==> src/rtl/seg7_pkg.sv <==
// Shared types and constants for the 7-segment scan driver.
// Holds the FSM state type, the all-off pin patterns, the digit
// segment patterns (active-low {g,f,e,d,c,b,a}) and small anode helpers.
package seg7_pkg;

    typedef enum logic [1:0] {
        StIdle,
        StBlank,
        StShow
    } state_e;

    localparam logic [6:0] SEG_OFF = 7'h7F;
    localparam logic [3:0] AN_OFF  = 4'b1111;

    localparam logic [6:0] SEG_0 = 7'h40;
    localparam logic [6:0] SEG_1 = 7'h79;
    localparam logic [6:0] SEG_2 = 7'h24;
    localparam logic [6:0] SEG_3 = 7'h30;
    localparam logic [6:0] SEG_4 = 7'h19;
    localparam logic [6:0] SEG_5 = 7'h12;
    localparam logic [6:0] SEG_6 = 7'h02;
    localparam logic [6:0] SEG_7 = 7'h78;
    localparam logic [6:0] SEG_8 = 7'h00;
    localparam logic [6:0] SEG_9 = 7'h10;
    localparam logic [6:0] SEG_A = 7'h08;
    localparam logic [6:0] SEG_B = 7'h03;
    localparam logic [6:0] SEG_C = 7'h46;
    localparam logic [6:0] SEG_D = 7'h21;
    localparam logic [6:0] SEG_E = 7'h06;
    localparam logic [6:0] SEG_F = 7'h0E;

    // An anode pattern selects a digit only when exactly one bit is low.
    function automatic logic an_valid(input logic [3:0] a);
        return ((~a) != 4'b0000) && (((~a) & ((~a) - 4'd1)) == 4'b0000);
    endfunction

    // Position of the low bit; only meaningful for a valid pattern.
    function automatic logic [1:0] an_index(input logic [3:0] a);
        logic [1:0] idx;
        idx = 2'd0;
        for (int i = 0; i < 4; i++) begin
            if (!a[i]) begin
                idx = 2'(i);
            end
        end
        return idx;
    endfunction

endpackage

==> src/rtl/seg7_decode.sv <==
// Combinational 4-bit value to active-low 7-segment pattern decoder.
// Ports:
//   value : digit value 0..15
//   seg   : active-low segments {g,f,e,d,c,b,a}
// Build option SEG7_HEX_EN: when defined, 10..15 show A,b,C,d,E,F;
// otherwise they are blanked.
module seg7_decode
    import seg7_pkg::*;
(
    input  logic [3:0] value,
    output logic [6:0] seg
);

    always_comb begin
        seg = SEG_OFF;
        case (value)
            4'd0:  seg = SEG_0;
            4'd1:  seg = SEG_1;
            4'd2:  seg = SEG_2;
            4'd3:  seg = SEG_3;
            4'd4:  seg = SEG_4;
            4'd5:  seg = SEG_5;
            4'd6:  seg = SEG_6;
            4'd7:  seg = SEG_7;
            4'd8:  seg = SEG_8;
            4'd9:  seg = SEG_9;
`ifdef SEG7_HEX_EN
            4'd10: seg = SEG_A;
            4'd11: seg = SEG_B;
            4'd12: seg = SEG_C;
            4'd13: seg = SEG_D;
            4'd14: seg = SEG_E;
            4'd15: seg = SEG_F;
`else
            4'd10, 4'd11, 4'd12, 4'd13, 4'd14, 4'd15: seg = SEG_OFF;
`endif
            default: seg = SEG_OFF;
        endcase
    end

endmodule

==> src/rtl/seg7_scan_driver.sv <==
// 7-segment pin driver placed after the digit scan stage.
// Registers the scan inputs, blanks all pins for BLANK_CYC cycles after any
// anode change (anti-ghosting), PWM-gates the anodes and drives the
// per-digit decimal point. All outputs are registered.
// Ports:
//   clk_in     : system clock
//   rst        : asynchronous active-high reset
//   num        : digit value for the selected anode
//   an_scan    : active-low anode select from the scan stage
//   brightness : PWM duty; anode lit while pwm_cnt <= brightness
//   dp_mask    : bit i lights the decimal point of digit i
//   seg        : active-low segments {g,f,e,d,c,b,a}
//   dp         : active-low decimal point
//   an         : active-low anodes
// Build option SEG7_HEX_EN: enables hex glyphs for 10..15 (see seg7_decode).
module seg7_scan_driver
    import seg7_pkg::*;
#(
    parameter int unsigned BLANK_CYC = 4,
    parameter int unsigned PWM_BITS  = 3
) (
    input  logic                clk_in,
    input  logic                rst,
    input  logic [3:0]          num,
    input  logic [3:0]          an_scan,
    input  logic [PWM_BITS-1:0] brightness,
    input  logic [3:0]          dp_mask,
    output logic [6:0]          seg,
    output logic                dp,
    output logic [3:0]          an
);

    localparam logic [7:0] BLANK_LOAD = 8'(BLANK_CYC - 1);

    state_e              state_q, state_d;
    logic [3:0]          an_q, an_prev_q, num_q;
    logic [7:0]          blank_cnt_q, blank_cnt_d;
    logic [PWM_BITS-1:0] pwm_cnt_q, pwm_cnt_d;
    logic [6:0]          seg_d, dec_seg;
    logic                dp_d;
    logic [3:0]          an_d;
    logic                an_ok, an_changed;

    seg7_decode u_decode (
        .value (num_q),
        .seg   (dec_seg)
    );

    assign an_ok      = an_valid(an_q);
    assign an_changed = (an_q != an_prev_q);
    assign pwm_cnt_d  = pwm_cnt_q + 1'b1;

    always_comb begin
        state_d     = state_q;
        blank_cnt_d = blank_cnt_q;
        unique case (state_q)
            StIdle: begin
                if (an_ok) begin
                    state_d     = StBlank;
                    blank_cnt_d = BLANK_LOAD;
                end
            end
            StBlank: begin
                if (!an_ok) begin
                    state_d = StIdle;
                end else if (an_changed) begin
                    blank_cnt_d = BLANK_LOAD;
                end else if (blank_cnt_q == 8'd0) begin
                    state_d = StShow;
                end else begin
                    blank_cnt_d = blank_cnt_q - 8'd1;
                end
            end
            StShow: begin
                if (!an_ok) begin
                    state_d = StIdle;
                end else if (an_changed) begin
                    state_d     = StBlank;
                    blank_cnt_d = BLANK_LOAD;
                end
            end
            default: state_d = StIdle;
        endcase
    end

    // Outputs follow the next state so a blank decision takes effect on the
    // very next edge; the anode gate uses the PWM value the pins will pair with.
    always_comb begin
        seg_d = SEG_OFF;
        dp_d  = 1'b1;
        an_d  = AN_OFF;
        if (state_d == StShow) begin
            seg_d = dec_seg;
            dp_d  = ~dp_mask[an_index(an_q)];
            an_d  = (pwm_cnt_d <= brightness) ? an_q : AN_OFF;
        end
    end

    always_ff @(posedge clk_in or posedge rst) begin
        if (rst) begin
            state_q     <= StIdle;
            an_q        <= AN_OFF;
            an_prev_q   <= AN_OFF;
            num_q       <= 4'd0;
            blank_cnt_q <= 8'd0;
            pwm_cnt_q   <= '0;
            seg         <= SEG_OFF;
            dp          <= 1'b1;
            an          <= AN_OFF;
        end else begin
            state_q     <= state_d;
            an_q        <= an_scan;
            an_prev_q   <= an_q;
            num_q       <= num;
            blank_cnt_q <= blank_cnt_d;
            pwm_cnt_q   <= pwm_cnt_d;
            seg         <= seg_d;
            dp          <= dp_d;
            an          <= an_d;
        end
    end

endmodule

==> config.mk <==
export PLATFORM = sky130hd
export DESIGN_NAME = seg7_scan_driver
export DESIGN_NICKNAME = d
export VERILOG_FILES = /design/src/rtl/seg7_pkg.sv /design/src/rtl/seg7_decode.sv /design/src/rtl/seg7_scan_driver.sv
export SDC_FILE = /design/constraint.sdc
export NUM_CORES = 1
export LEC_CHECK = 0
export BUFFER_PORTS_ARGS = -buffer_cell sky130_fd_sc_hd__buf_2
export CAP_MARGIN = 10
export CORE_UTILIZATION = 36
export CTS_CLUSTER_SIZE = 14
export DETAILED_ROUTE_END_ITERATION = 8
export HOLD_SLACK_MARGIN = 0.15
export SLEW_MARGIN = 20
export SYNTH_ARGS = -nofsm -noshare
export SYNTH_HDL_FRONTEND = slang
export SYNTH_SLANG_ARGS = --single-unit
export TNS_END_PERCENT = 100
==> constraint.sdc <==
create_clock -name clk_in -period 2 [get_ports clk_in]
set_input_delay 0.1 -clock clk_in [delete_from_list [all_inputs] [get_ports clk_in]]
set_output_delay 0.1 -clock clk_in [all_outputs]
set_load 0.05 [all_outputs]
==> results by group, run 1 <==
Status
  – Status: complete, no violations

Detailed routing
  – DR iter-0 viols: between 40 and 50
  – Post-DRT Antenna Nets: 0
  – Wire length per cell: roughly 14 um
  – DR vias: 1379
  – DRC viols: 0
  – Vias per inst: 5.03
  – TritonRoute pass-1 iters: 5
  – WL final: 3730 um

Min path
  – Hold Path Sink: dp$_DFF_PP1_
  – Worst min path class: in2reg
  – Hold Startpoint: dp_mask[2]
  – Cell depth of the worst min-delay path: 5

Critical path
  – Worst Path Arrival: 2150 ps
  – Crit-path cells: xor2_1, buf_4, nor4_4, or4b_4, o221ai_2
  – Worst-case reg-to-reg path depth: 5
  – FF-to-FF End: blank_cnt_q[3]$_DFFE_PP0P_
  – Worst Setup Path Type: reg2reg
  – FF-to-FF setup slack: 50 ps
  – Crit path max-delay family: simple AND/OR/NAND/NOR gates
  – WP buf/inv: 1
  – Worst path slowest cell: dfstp_2
  – Critical Path Sink Type: flop
  – Worst path max stage delay: 610 ps
  – CP Max Fanout: 8
  – Critical Path RT: about 2200 ps
  – Critical path launch point type: flop
  – Worst r2r src: an_q[2]$_DFF_PP1_

Placement
  – Gpl congestion: 0.891
  – I/O Buffers: 28
  – DP HPWL: 2630 um
  – Cells after DPL: 256

Timing
  – Slew Limit Fails: 0
  – Final min period: 1950 ps
  – Max-slew headroom: 70.5%
  – RSZ-0062 raised after global routing: true
  – Period utilization: 97.4%
  – Worst-case hold slack: around 240 ps
  – Worst Skew: 6.46 ps
  – Worst-margin pin slew: 439 ps
  – Final setup viols: 0
  – FMAX: just over 0.5 GHz
  – Hold Vio Cnt, Final: 0

Yosys
  – EDFF count, synth: 0
  – Sequential area share after synthesis: 53.7%
  – Adder-cell share of the synthesized area: under 10%
  – Post-synth top area cell: dfstp_2
  – Xor/xnor share of the synthesized area: 2.97%
  – Yosys top cell area share: 29.7%
  – Simple-Gate Fraction of Synth Area: 17.2%
  – Syn Area/Cell: 11.5 sq um
  – Multiplexer share of the synthesized area: 1.84%
  – Top_reg_cell synth: dfstp_2
  – Unique masters post-synth: 41
  – #FFs+latches synth: 37
  – Dominant cells by area after synthesis: dfstp_2 30%, dfrtp_1 24%, ha_1 7.1%, inv_1 3.6%, o221ai_1 3.0%
  – Compound-gate portion of the synthesized area: between 10% and 20%
  – Mapped Nets: 181
  – Ys Warns: 0
  – Async SR Flop Fraction: between 90% and 100%
  – Largest family of logic cells by synthesized area: simple AND/OR/NAND/NOR gates
  – Cells after synthesis: between 150 and 200
  – Syn Std Cell Area: 1770 sq um

Power and ir drop
  – VDD IR max: between 300 and 400 uV
  – Seq pwr share: 54.3%
  – Clk pwr share: approximately 34%
  – Tot Pwr: approximately 1500 uW
  – Part of the power in combinational logic: between 10% and 20%
  – Leakage: around 0.00099 uW
  – Sw Ratio: 24.9%
  – PwrDens: about 640 nW/um^2
  – Internal power: around 1100 uW
  – Switching power: 362 uW

Global routing
  – Number of antenna violations at the first check in global routing: 0
  – GR Util All Layers: 15.7%
  – GRT overflow: 0
  – Largest net degree at the start of global routing: 38
  – First-pass GRT wire length: 6160 um
  – Vias in the first global route: around 1400

Clock network
  – H-tree levels: 2
  – Post-CTS setup buffers: 0
  – TritonCTS clock tree: yes
  – Clock Sinks: 37
  – CTS clk-pin slew, worst paths: 70 ps
  – CTS Root Cell: clkbuf_8
  – Clock tree buffer depth: 2
  – Clock latency on the worst-skew pair: 290 ps
  – Inserted Clock Buffers: 5

Floorplanning
  – Rows: 25
  – I/O Pins: 29
  – Starting density of the core: 37.5%
  – Die Y: 72.2 um
  – Die Wd: 72.2 um
  – Die area: 5210 sq um
  – Core area: 4720 sq um

Layout
  – Share of layout cells above drive strength 1: 38.2%
  – Register area: 951 sq um
  – Multi-input logic area: 777 sq um
  – Nets@finish: 233
  – Antenna fix cells: 0
  – Area added between synthesis and finish: 29.0%
  – Fin cells: 274
  – Filler cells: 411

Job
  – Max Cap Viol: 0
cell usage in the layout, fill, tap and decap left out, drive strengths merged, types with 6 or more instances in the layout:
cell,count
buf,39
dfstp,20
inv,17
dfrtp,17
dlygate4sd3,10
ha,10
nand3,8
nand2,7
nor2,6
o221ai,6
clkbuf,6
xor2,6
o21ai,6
routing by layer:
layer  vias up  GRT usage [%]  part of all wire [%]
met3        14           4.17                   2.7
li1        658              -                     -
met2        33           26.5                    52
met4         0           11.1                   2.5
met5         -              0                     0
met1       674           17.0                    43
layout make-up:
cell class                      instances  area share, %
Sequential cell                        37           41.6
Clock buffer                            6           3.18
Timing Repair Buffer                   49           14.3
Inverter                               17           2.79
Clock inverter                          2          0.438
Multi-Input combinational cell         96           34.0
Tap cell                               67           3.67
stage by stage:
step / setup slack [ps] / instance area (sq um) / setup TNS [ps] / util [%]
after detailed placement: -14.5 / 2060 / -29.2 / 43.6
after CTS: 50.4 / 2250 / 0 / 47.6
after global placement: 117 / 2060 / 0 / 43.6
final: 52.3 / 2280 / 0 / 48.4
after global routing: -3.47 / 2280 / -3.47 / 48.4
after floorplan: 129 / 1770 / 0 / -
tightest hold or removal path: stages:
cell and delay (ps):
buf_2 80, nor2_1 30, a21oi_1 120, mux2_2 160
nand2_1 50
synth_stat cells, drive strengths merged (2+ instances only):
cell type and n:
nand4b 2, clkbuf 2, buf 2, ha 10, nand3b 4, nand4 4, nor4 2, and3 2
o221ai 6, o21ai 6, o22ai 2, or4b 2, nor2b 3, inv 17, dfstp 20, nor3 3
o2111ai 2, nand2 7, a21oi 5, nand3 8, xor2 6, and4b 2, nor2 6, dfrtp 17
mux2 2
timing repair:
action	CTS	global route
hold buffers	10	0
resized for setup	1	7
endpoints found under the hold margin	26	0
setup endpoints to repair	7	6
pin swaps	0	1
state kept, by name, indices dropped and copies added (netlist names):
signal       cells
an_q             4
an_prev_q        4
state_q          2
dp               1
an               4
pwm_cnt_q        3
num_q            4
seg              7
blank_cnt_q      8
power by group through the flow:
stage	combinational [uW]	sequential [uW]	clock [uW]
finish	169	789	495
global placement	141	799	0
global route	187	791	542
CTS	166	787	510
floorplan	89.1	797	0
detailed placement	150	799	0
how the worst max path moves through the flow:
| stage | from | to | depth (start not counted) |
|---|---|---|---|
| 3_3_place_gp | blank_cnt_q[0]$_DFFE_PP0P_ | blank_cnt_q[1]$_DFFE_PP0P_ | 6 |
| 4_1_cts | blank_cnt_q[0]$_DFFE_PP0P_ | blank_cnt_q[5]$_DFFE_PP0P_ | 7 |
| 3_5_place_dp | blank_cnt_q[0]$_DFFE_PP0P_ | blank_cnt_q[5]$_DFFE_PP0P_ | 6 |
| 6_report | an_q[2]$_DFF_PP1_ | blank_cnt_q[3]$_DFFE_PP0P_ | 5 |
| 2_1_floorplan | blank_cnt_q[0]$_DFFE_PP0P_ | blank_cnt_q[1]$_DFFE_PP0P_ | 6 |
| 5_1_grt | an_q[2]$_DFF_PP1_ | blank_cnt_q[3]$_DFFE_PP0P_ | 5 |
logic make-up (layout without fill, tap and decap cells):
kind of cell / after synthesis / count (layout)
fa+ha+maj: 10 / 10
flops: 37 / 37
simple gates: 48 / 48
buf+inv: 21 / 74
compound gates: 29 / 29
mux: 3 / 3
xor+xnor: 6 / 6
Note: power is estimated with default switching activity, not from simulation.
==> run 2: changes to the inputs <==
--- a/config.mk
+++ b/config.mk
@@ -15,4 +15,4 @@
 export SYNTH_ARGS = -nofsm -noshare
 export SYNTH_HDL_FRONTEND = slang
 export SYNTH_SLANG_ARGS = --single-unit
-export TNS_END_PERCENT = 100
+export TNS_END_PERCENT = 50
==> constraint.sdc (replaced) <==
create_clock -name clk_in -period 2.46 [get_ports clk_in]
set_input_delay 0.123 -clock clk_in [delete_from_list [all_inputs] [get_ports clk_in]]
set_output_delay 0.123 -clock clk_in [all_outputs]
set_load 0.05 [all_outputs]
==> results by group, run 2 (synthesis gave the netlist of run 1 again) <==
Detailed routing
  – TritonRoute pass-1 iters: 4
  – DRC viols: 0
  – Max Used Layer: met4
  – Wire length per cell: 13.4 um
  – Wl on met1: 1500 um
  – DR vias: roughly 1300
  – DR iter-0 viols: 151
  – Met3 Wirelength: 114 um
  – WL final: 3570 um
  – Vias per inst: 4.94
  – Met2 wire len: 1880 um
  – Post-DRT Antenna Nets: 0

Timing
  – RSZ-0062 raised after global routing: false
  – Max-slew headroom: ~65%
  – Period utilization: 85.0%
  – Worst Skew: 6.71 ps
  – Hold Vio Cnt, Final: 0
  – Final setup viols: 0
  – FMAX: 0.478 GHz
  – Final min period: 2090 ps
  – Slew Limit Fails: 0
  – Setup TNS: 0 ps
  – Worst-margin pin slew: 518 ps

Power and ir drop
  – Leakage: ~0.00095 uW
  – VDD IR max: 414 uV
  – PwrDens: 551 nW/um^2

Floorplanning
  – Die Wd: 72.2 um
  – Die area: roughly 5200 sq um
  – Rows: 25
  – I/O Pins: 29
  – Core area: 4720 sq um
  – Die Y: about 72 um
  – Starting density of the core: roughly 38%

Critical path
  – FF-to-FF setup slack: 370 ps
  – CP Max Fanout: 9
  – FF-to-FF End: blank_cnt_q[1]$_DFFE_PP0P_
  – Worst Path Arrival: about 2300 ps
  – Worst path slowest cell: a221oi_4
  – Crit path max-delay family: compound AO/OA/AOI/OAI gates
  – Worst path max stage delay: 500 ps
  – Critical Path Sink Type: flop
  – Worst-case reg-to-reg path depth: 6
  – Critical Path RT: 2640 ps
  – WP buf/inv: 1
  – Crit-path cells: inv_1, ha_1, nor4b_1, and3_1, a221oi_4, mux2_1
  – Critical path launch point type: flop
  – Worst r2r src: blank_cnt_q[0]$_DFFE_PP0P_
  – Worst Setup Path Type: reg2reg

Clock network
  – CTS clk-pin slew, worst paths: 70 ps
  – H-tree levels: 2
  – Clock latency on the worst-skew pair: between 200 and 300 ps
  – CTS Root Cell: clkbuf_8
  – CTS Hold Buffers Added: 10
  – Post-CTS setup buffers: 0
  – Clock tree buffer depth: 2
  – Number of cells upsized or downsized after cts: 0
  – Clock Sinks: 37
  – TritonCTS clock tree: yes
  – Inserted Clock Buffers: 5

Placement
  – DP HPWL: 2500 um
  – I/O Buffers: 28
  – Gpl congestion: 0.887
  – Placed cell area: between 2000 and 2500 sq um

Global routing
  – GR Util All Layers: 15.9%
  – Vias in the first global route: 1395
  – Number of antenna violations at the first check in global routing: 0
  – First-pass GRT wire length: 6220 um
  – GRT overflow: 0
  – Largest net degree at the start of global routing: 38

Layout
  – Antenna fix cells: 0
  – Most common cell after layout, fill and taps aside: buf_2
  – Nets@finish: 226
  – Filler cells: 428
  – Cell area after layout: 2210 sq um
  – Share of layout cells above drive strength 1: 33.0%
  – Area added between synthesis and finish: 24.7%
  – Commonest cells after routing, fill and taps aside: 28 x buf_2, 20 x dfstp_2, 17 x inv_1, 17 x dfrtp_1
  – Largest registers: blank_cnt_q x8, seg x7
  – Number of flip-flops under the largest register name: 8
  – Biggest register: blank_cnt_q

Min path
  – Hold Startpoint: dp_mask[2]
  – Hold Path Sink: dp$_DFF_PP1_
  – Worst min path class: in2reg
  – Cell depth of the worst min-delay path: 5

Status
  – Status: complete, no violations

Job
  – Max Cap Viol: 0
run 2: worst max-delay path by stage:
stage	start	to	slack [ps]	cells past startpoint
2_1_floorplan	blank_cnt_q[0]$_DFFE_PP0P_	blank_cnt_q[1]$_DFFE_PP0P_	590	6
3_3_place_gp	blank_cnt_q[0]$_DFFE_PP0P_	blank_cnt_q[1]$_DFFE_PP0P_	470	6
3_5_place_dp	blank_cnt_q[0]$_DFFE_PP0P_	blank_cnt_q[1]$_DFFE_PP0P_	390	6
4_1_cts	blank_cnt_q[0]$_DFFE_PP0P_	blank_cnt_q[1]$_DFFE_PP0P_	390	6
5_1_grt	blank_cnt_q[0]$_DFFE_PP0P_	blank_cnt_q[6]$_DFFE_PP0P_	230	6
6_report	blank_cnt_q[0]$_DFFE_PP0P_	blank_cnt_q[1]$_DFFE_PP0P_	370	6
run 2: worst reg2reg max path, stage by stage, from the launching register on:
cell and delay, ps:
dfrtp_1 390, inv_1 70, ha_1 250, nor4b_1 190
and3_1 220, a221oi_4 500, mux2_1 370
run 2: area by class of cell:
class / instances / area, sq um / share of cell area (%)
Inverter: 17 / 63.8 / 2.89
Clock buffer: 7 / 96.3 / 4.36
Multi-Input combinational cell: 96 / 739 / 33.5
Tap cell: 67 / 83.8 / 3.79
Timing Repair Buffer: 42 / 270 / 12.2
Sequential cell: 37 / 951 / 43.0
Clock inverter: 1 / 5.00 / 0.227
run 2: routing by layer:
layer	track usage, %	vias to the layer above
li1	-	645
met1	18.4	641
met2	26.5	26
met3	4.86	8
met4	8.28	0
met5	0	-
run 2: report_power, final:
group | internal [uW] | switching [uW]
clock | 253 | 206
sequential | 627 | 15.7
combinational | 50.5 | 65.5
total | 931 | 287
run 2: per-stage QoR:
step           setup slack (ps)  utilization, %  std cells  hold WS, ps  power, uW
6_report                    368            46.8        267          236       1220
5_1_grt                     225            46.8        267          249       1270
4_1_cts                     389            46.8        267          226       1240
3_5_place_dp                385            42.5        249          230        756
3_3_place_gp                470            42.5        249          228        750
2_1_floorplan               589               -        154          127        720
